**src/rtl/caf_frame_streamer.sv**
```systemverilog
// Purpose: buffers one frame of buffer_length I/Q samples, then streams it out over valid/ready.
// Latency: first sample valid 1 cycle after the final write; one sample per cycle while ready.
// Backpressure: s_axis_tready=0 holds the output sample; wr_ready=0 during streaming (writes ignored).
module caf_frame_streamer #(
    parameter int buffer_length    = 10,
    parameter int index_bits       = 4,
    parameter int i_bits           = 12,
    parameter int q_bits           = 12,
    parameter int frame_count_bits = 8
) (
    input  logic                          clk,
    input  logic                          reset_n,
    input  logic                          wr_en,
    input  logic signed [i_bits-1:0]      wr_i,
    input  logic signed [q_bits-1:0]      wr_q,
    output logic                          wr_ready,
    output logic                          m_axis_tvalid,
    input  logic                          s_axis_tready,
    output logic signed [i_bits-1:0]      xi,
    output logic signed [q_bits-1:0]      xq,
    output logic [index_bits-1:0]         index,
    output logic                          m_axis_tlast,
    output logic [frame_count_bits-1:0]   frame_count
);

    localparam logic [index_bits-1:0]       LAST_IDX = index_bits'(buffer_length - 1);
    localparam logic [index_bits-1:0]       IDX_ONE  = index_bits'(1);
    localparam logic [frame_count_bits-1:0] FC_ONE   = frame_count_bits'(1);

    typedef enum logic {
        FILL   = 1'b0,
        STREAM = 1'b1
    } state_t;

    typedef struct packed {
        logic signed [i_bits-1:0] i;
        logic signed [q_bits-1:0] q;
    } sample_t;

    state_t                        state_q;
    sample_t                       mem_q [buffer_length];
    logic [index_bits-1:0]         wr_ptr_q;
    logic [index_bits-1:0]         rd_ptr_q;
    logic [index_bits-1:0]         rd_ptr_d;
    logic                          wr_ready_q;
    logic                          tvalid_q;
    logic                          tlast_q;
    logic signed [i_bits-1:0]      xi_q;
    logic signed [q_bits-1:0]      xq_q;
    logic [frame_count_bits-1:0]   frame_count_q;

    logic    wr_accept;
    logic    xfer;
    sample_t next_sample;
    sample_t first_sample;

    // wr_ready_q is high exactly while filling, so it alone gates writes.
    assign wr_accept    = wr_en && wr_ready_q;
    assign xfer         = tvalid_q && s_axis_tready;
    assign rd_ptr_d     = rd_ptr_q + IDX_ONE;
    assign next_sample  = mem_q[rd_ptr_d];
    // Sample 0 is always written before the final write because buffer_length >= 2.
    assign first_sample = mem_q[0];

    // Sample storage: written only on accepted writes, never reset.
    always_ff @(posedge clk) begin
        if (wr_accept) begin
            mem_q[wr_ptr_q] <= '{i: wr_i, q: wr_q};
        end
    end

    // Fill/stream sequencer with registered handshake and data outputs.
    always_ff @(posedge clk or negedge reset_n) begin
        if (!reset_n) begin
            state_q       <= FILL;
            wr_ptr_q      <= '0;
            rd_ptr_q      <= '0;
            wr_ready_q    <= 1'b1;
            tvalid_q      <= 1'b0;
            tlast_q       <= 1'b0;
            xi_q          <= '0;
            xq_q          <= '0;
            frame_count_q <= '0;
        end else begin
            case (state_q)
                FILL: begin
                    if (wr_accept) begin
                        if (wr_ptr_q == LAST_IDX) begin
                            // Frame complete: present sample 0 on the next cycle.
                            wr_ptr_q   <= '0;
                            rd_ptr_q   <= '0;
                            state_q    <= STREAM;
                            wr_ready_q <= 1'b0;
                            tvalid_q   <= 1'b1;
                            tlast_q    <= (LAST_IDX == '0);
                            xi_q       <= first_sample.i;
                            xq_q       <= first_sample.q;
                        end else begin
                            wr_ptr_q <= wr_ptr_q + IDX_ONE;
                        end
                    end
                end
                STREAM: begin
                    if (xfer) begin
                        if (tlast_q) begin
                            // Last sample taken: back to filling, xi/xq keep their value.
                            rd_ptr_q      <= '0;
                            state_q       <= FILL;
                            wr_ready_q    <= 1'b1;
                            tvalid_q      <= 1'b0;
                            tlast_q       <= 1'b0;
                            frame_count_q <= frame_count_q + FC_ONE;
                        end else begin
                            rd_ptr_q <= rd_ptr_d;
                            tlast_q  <= (rd_ptr_d == LAST_IDX);
                            xi_q     <= next_sample.i;
                            xq_q     <= next_sample.q;
                        end
                    end
                end
                default: begin
                    state_q <= FILL;
                end
            endcase
        end
    end

    assign wr_ready      = wr_ready_q;
    assign m_axis_tvalid = tvalid_q;
    assign m_axis_tlast  = tlast_q;
    assign xi            = xi_q;
    assign xq            = xq_q;
    assign index         = rd_ptr_q;
    assign frame_count   = frame_count_q;

endmodule

```
**config.mk**
```make
export PLATFORM = sky130hd
export DESIGN_NAME = caf_frame_streamer
export DESIGN_NICKNAME = d
export VERILOG_FILES = /design/src/rtl/caf_frame_streamer.sv
export SDC_FILE = /design/constraint.sdc
export NUM_CORES = 1
export LEC_CHECK = 0
export ABC_AREA = 1
export CORE_AREA = 2 2 206 208
export CTS_CLUSTER_DIAMETER = 30
export DETAILED_ROUTE_END_ITERATION = 8
export DIE_AREA = 0 0 208 210
export HOLD_SLACK_MARGIN = 0.06
export MAX_ROUTING_LAYER = met4
export PLACE_DENSITY = 0.48
export SYNTH_ARGS = -nofsm -noshare
export SYNTH_HDL_FRONTEND = slang
export SYNTH_SLANG_ARGS = --single-unit
export TNS_END_PERCENT = 30
```
**constraint.sdc**
```tcl
create_clock -name clk -period 7.7 [get_ports clk]
set_input_delay 1.155 -clock clk [delete_from_list [all_inputs] [get_ports clk]]
set_output_delay 1.155 -clock clk [all_outputs]
set_load 0.02 [all_outputs]
```
======== Yosys cells after proc, flatten, opt, wreduce, memory -nomap -nowiden ========
Memory sizes are Yosys's and may differ from the RTL's.
Index checks and enable logic that the tools add are counted.
W data, S select, Z words.
word-level totals
  input port bits ......................... 28
  memories kept ........................... 1
  logic and storage cells ................. 64
  bits in writable memories ............... 240
  bits in registers ....................... 44
  output and inout port bits .............. 39
memories
  memory  depth  width  rd ports  clocked after Yosys merged registers in  write ports  line  RTL
  mem_q   10     24     2         0                                        1            41    sample_t mem_q [buffer_length];
operators by class
  mux-type cells .......................... 36
  equal/unequal tests ..................... 7
  add/sub/neg operators ................... 3
  bitwise gates (word level) .............. 1
  reduce and logical (&&, ||, !) cells .... 7
operators by type and width
  operator               number
  $mux W12               8
  $pmux W12 S2           2
  $mux W4                5
  $mux W1                16
  $add A4 B1 Y4 const B  2
  $add A8 B1 Y8 const B  1
  $eq A4 B4 Y1 const B   2
  $pmux W1 S2            4
  $pmux W4 S2            1
  $reduce_and A4 Y1      2
  $ne A2 B2 Y1 const B   3
  $reduce_and A3 Y1      2
  $ne A2 B1 Y1 const B   2
  $logic_and A1 B1 Y1    2
  $reduce_and A2 Y1      1
  $not A1 Y1             1

======== Longest topological paths before layout ========
  depth in word-level cells ............... 5
  mapped depth ............................ 14
  depth with buffers taken out ............ 9

======== Worst setup path after synthesis ========
No wires, ideal clock.
  kind .................................... input to register
  start point ............................. in wr_en
  end point ............................... mem mem_q[9][0] (netlist name) (enable)
  path slack .............................. 4.269 ns
  arrival ................................. 2.994 ns
  buffers on the path ..................... 0
  cell stages on the path ................. 2
  library setup time ...................... 0.438 ns
  path through ............................ nand2_2 -> nor3_1
between the ends
  longest elaborated chain between the ends .. 3
RTL lines
  what                           line  RTL
  from (decl)                    13    input logic wr_en,
  $logic_and A1 B1 Y1            58    assign wr_accept = wr_en && wr_ready_q;
  $mux W1                        67    if (wr_accept) begin
  $mux W1 (not written as such)  68    mem_q[wr_ptr_q] <= '{i: wr_i, q: wr_q};
  to (decl)                      41
Every way passes these cells.

======== Worst setup path after layout ========
  start point ............................. reg rd_ptr_q[0], in the netlist index[0]
  end point ............................... reg xq_q[4], in the netlist xq[4]
between the ends
  longest elaborated chain between the ends .. 5
RTL lines
  what                    line  RTL
  from (decl)             43    logic [index_bits-1:0] rd_ptr_q;
  from (signal assigned)  114   rd_ptr_q <= rd_ptr_d;
  $add A4 B1 Y4           60    assign rd_ptr_d = rd_ptr_q + IDX_ONE;
  $mem_v2 Z10 W24         n/a
  $mux W12                105   if (tlast_q) begin
  $mux W12                104   if (xfer) begin
  $pmux W12 S2            85    case (state_q)
  to (signal assigned)    97    xq_q <= first_sample.q;
  to (signal assigned)    117   xq_q <= next_sample.q;
  to (decl)               49    logic signed [q_bits-1:0] xq_q;
Every way passes these cells. The select of a mux whose other input is x is not followed.
A chain may end at the register's enable or synchronous reset.

==> impl_metrics.toml <==
[placed_design]
gp_routability_congestion = 0.7557
detailedPlace.worstSlack_ns = 3.805
dp_hpwl_mm = 15.90
io_buffers = 66
placed_area_sq_um = 13560

[synthesis]
async_flop_share_pct = 15.49
ys.flop_type = "edfxtp_1"
synth-edff-count = 240
synth_cell_types = 28
syn_avg_cell_area_sq_um = 10.03
syn_inst = 1230
synth_top_area_share_pct = 58.41
yosys_warnings = 0
yosys-top-cells-area = "edfxtp_1 (58%), nand2_1 (14%), dfrtp_1 (8.7%)"
synth_nets = 1261
syn_area_sq_um = 12340
synth_seq_area_share_pct = 67.35
synth_largest_area_cell = "edfxtp_1"
synth-seq-cells = 284

[cts]
clk_latency_ns = 0.57
cts_buffer_depth = 3
cts.htree.levels = 3
clock-sinks = 284
clkTransAtPathRegs_ns = 0.04
cts_setup_buffers = 0
cts_resized = 0
numCtsBuffers = 73
clockRootBuffer = "clkbuf_16"
cts_hold_buf = 0
tritoncts = "done"

[min_path]
worstHoldStart = "frame_count[7]"
hold_path_depth = 1
hold_end = "frame_count[7]"
hp-class = "flip-flop to flip-flop"

[run]
cap_violations = 0

[worst_setup_path]
crit_arrival_ns = 4.37
path_max_fanout = 61
cp.depth = 10
reg2reg_depth = 10
crit_type = "flip-flop to flip-flop"
worst_path_max_delay_cell = "clkinv_2"
required_ns = 8.20
worstReg2RegStart = "index[0]"
crit_chain = "clkinv_2, ha_2, inv_2, buf_4, nand3_1, nand3_1, nand3_1, nand2_1, nand2_1, nand2_1"
crit_path_start_kind = "flip-flop"
cp_top_family = "buffers and inverters"
r2r-end = "xq[4]"
crit_buf_inv = 3
reg2reg_slack_ns = 3.83
cp-end-kind = "flip-flop"
cp_slowest_stage_delay_ns = 0.97

[sta]
max_freq_mhz = 258.3
worst_clock_skew_ns = 0.01933
maxSlewViolCount = 0
tightest_slew_ns = 1.213
fin_crit_sh_pct = 50.27
setup_viol = 0
rsz0062_at_grt = "false"
slew_headroom_pct = 18.84
hold_viol_final = 0
whs_ns = 0.4686
period_minus_slack_ns = 3.871
worst_slack_ns = 3.829
tns_ns = 0

[power]
pwr_density_cell_nw_per_um2 = 294.8
p_leak_uw = 0.006918
irDropWorstVdd_mv = 0.1397

[route]
drt_wl_total_mm = 32.70
first_pass_iters = 5
drc = 0
num_vias = 8644
wl_per_cell_um = 16.96
drt-vias-per-instance = 4.483
drtIter0Drc = 595
ant_nets = 0

[outcome]
status = "complete, no violations"

[floorplanning]
die_x_um = 208
core-area_sq_um = 41480
die_area_sq_um = 43680
io_pins = 67
rows = 75
initial_core_util_pct = 29.75
die_y_um = 210

[grt]
grt_overflow_total = 0
grt_max_degree = 71
grt_pass1_vias = 8641
grt_usage_pct = 15.77
grt_pass1_wl_mm = 50.76
antenna_found_initial = 1

[final_layout]
drive_gt1_share_pct = 11.60
stdcell_area_sq_um = 16050
syn2layout_area_growth_pct = 30.10
nNetsFinal = 1360
worst register-to-register path, cell delays in order (launching register included):
cell      delay (ns)
dfrtp_4         0.85
clkinv_2        0.99
ha_2            0.65
inv_2           0.26
buf_4           0.51
nand3_1         0.18
nand3_1         0.09
nand3_1         0.08
nand2_1         0.09
nand2_1         0.05
nand2_1         0.06
placed cells by master, fill, tap and decap left out, drive strengths merged:
master,Yosys,routed
dfrtp,43,43
dfstp,1,1
clkbuf,17,98
edfxtp,240,240
o22ai,2,2
nor3,2,2
clkinvlp,0,2
inv,180,182
o21ai,4,4
nand2,458,458
ha,3,3
nor2,21,21
a21oi,27,27
nand4,3,3
xnor2,4,4
a31oi,3,3
nand3,174,174
xor2,6,6
clkdlybuf4s50,0,65
bufinv,0,9
buf,42,18
diode,0,1
clkinv,0,23
how the worst max path moves through the flow:
stage	start	end	slack [ns]
after floorplan	wr_en	mem_q[9][0]	4.27
after global placement	index[0]	xi[5]	3.83
after detailed placement	index[0]	xq[4]	3.81
after CTS	index[0]	xq[4]	3.74
after global routing	index[0]	xq[8]	3.45
final	index[0]	xq[4]	3.83
routing by layer:
metal | global-route usage, % | part of all wire (%) | vias to the layer above
met4 | 5.820 | 2.5 | 0
met2 | 24.76 | 47 | 235
met1 | 20.18 | 45 | 4131
li1 | - | - | 4204
met5 | - | 0 | -
met3 | 3.367 | 5.6 | 74
area by class of cell:
class,count,area (sq um)
Multi-Input combinational cell,707,3115
Antenna cell,1,2.502
Sequential cell,284,8313
Clock inverter,36,452.9
Clock buffer,98,2033
Fill cell,3996,25430
Inverter,180,676.9
Tap cell,539,674.4
Timing Repair Buffer,83,783.3
logic make-up (layout without fill, tap and decap cells):
family	Yosys count	after routing	share of synthesized area, %
AO/OA/AOI/OAI	36	36	1.511
XOR/XNOR	10	10	0.8317
adder cells (fa/ha/maj)	3	3	0.3043
buffers and inverters	239	397	7.950
flip-flops	284	284	67.35
other	0	1	0
AND/OR/NAND/NOR	658	658	22.06
registers in the layout, summed over array words and instances (netlist names):
register / count
state_q: 1
xi: 12
wr_ptr_q: 4
index: 4
wr_ready: 1
xq: 12
frame_count: 8
m_axis_tlast: 1
m_axis_tvalid: 1
mem_q: 240
synthesized netlist by cell type (4+ instances only):
cell type and number:
nand3_1 174, inv_1 173, a21oi_1 27, clkbuf_1 17
buf_6 5, buf_2 31, nand2_1 453, inv_2 7
xor2_1 5, nand2_2 5, nor2_1 19, edfxtp_1 240
buf_1 4, dfrtp_1 43
report_power, final:
part           switching [uW]  leakage (uW)  internal, uW
Combinational            22.9       0.00295          12.2
Clock                     883       0.00122          2140
Sequential                  0       0.00275          1680
stage by stage:
step / cells / util (%) / total power, uW
2_1_floorplan: 1230 / - / 1700
3_3_place_gp: 1793 / 32.70 / 1736
5_1_grt: 1928 / 38.70 / 4878
4_1_cts: 1927 / 38.69 / 4788
3_5_place_dp: 1793 / 32.70 / 1737
6_report: 1928 / 38.70 / 4731
No activity file was read; power rests on OpenSTA's default activity.
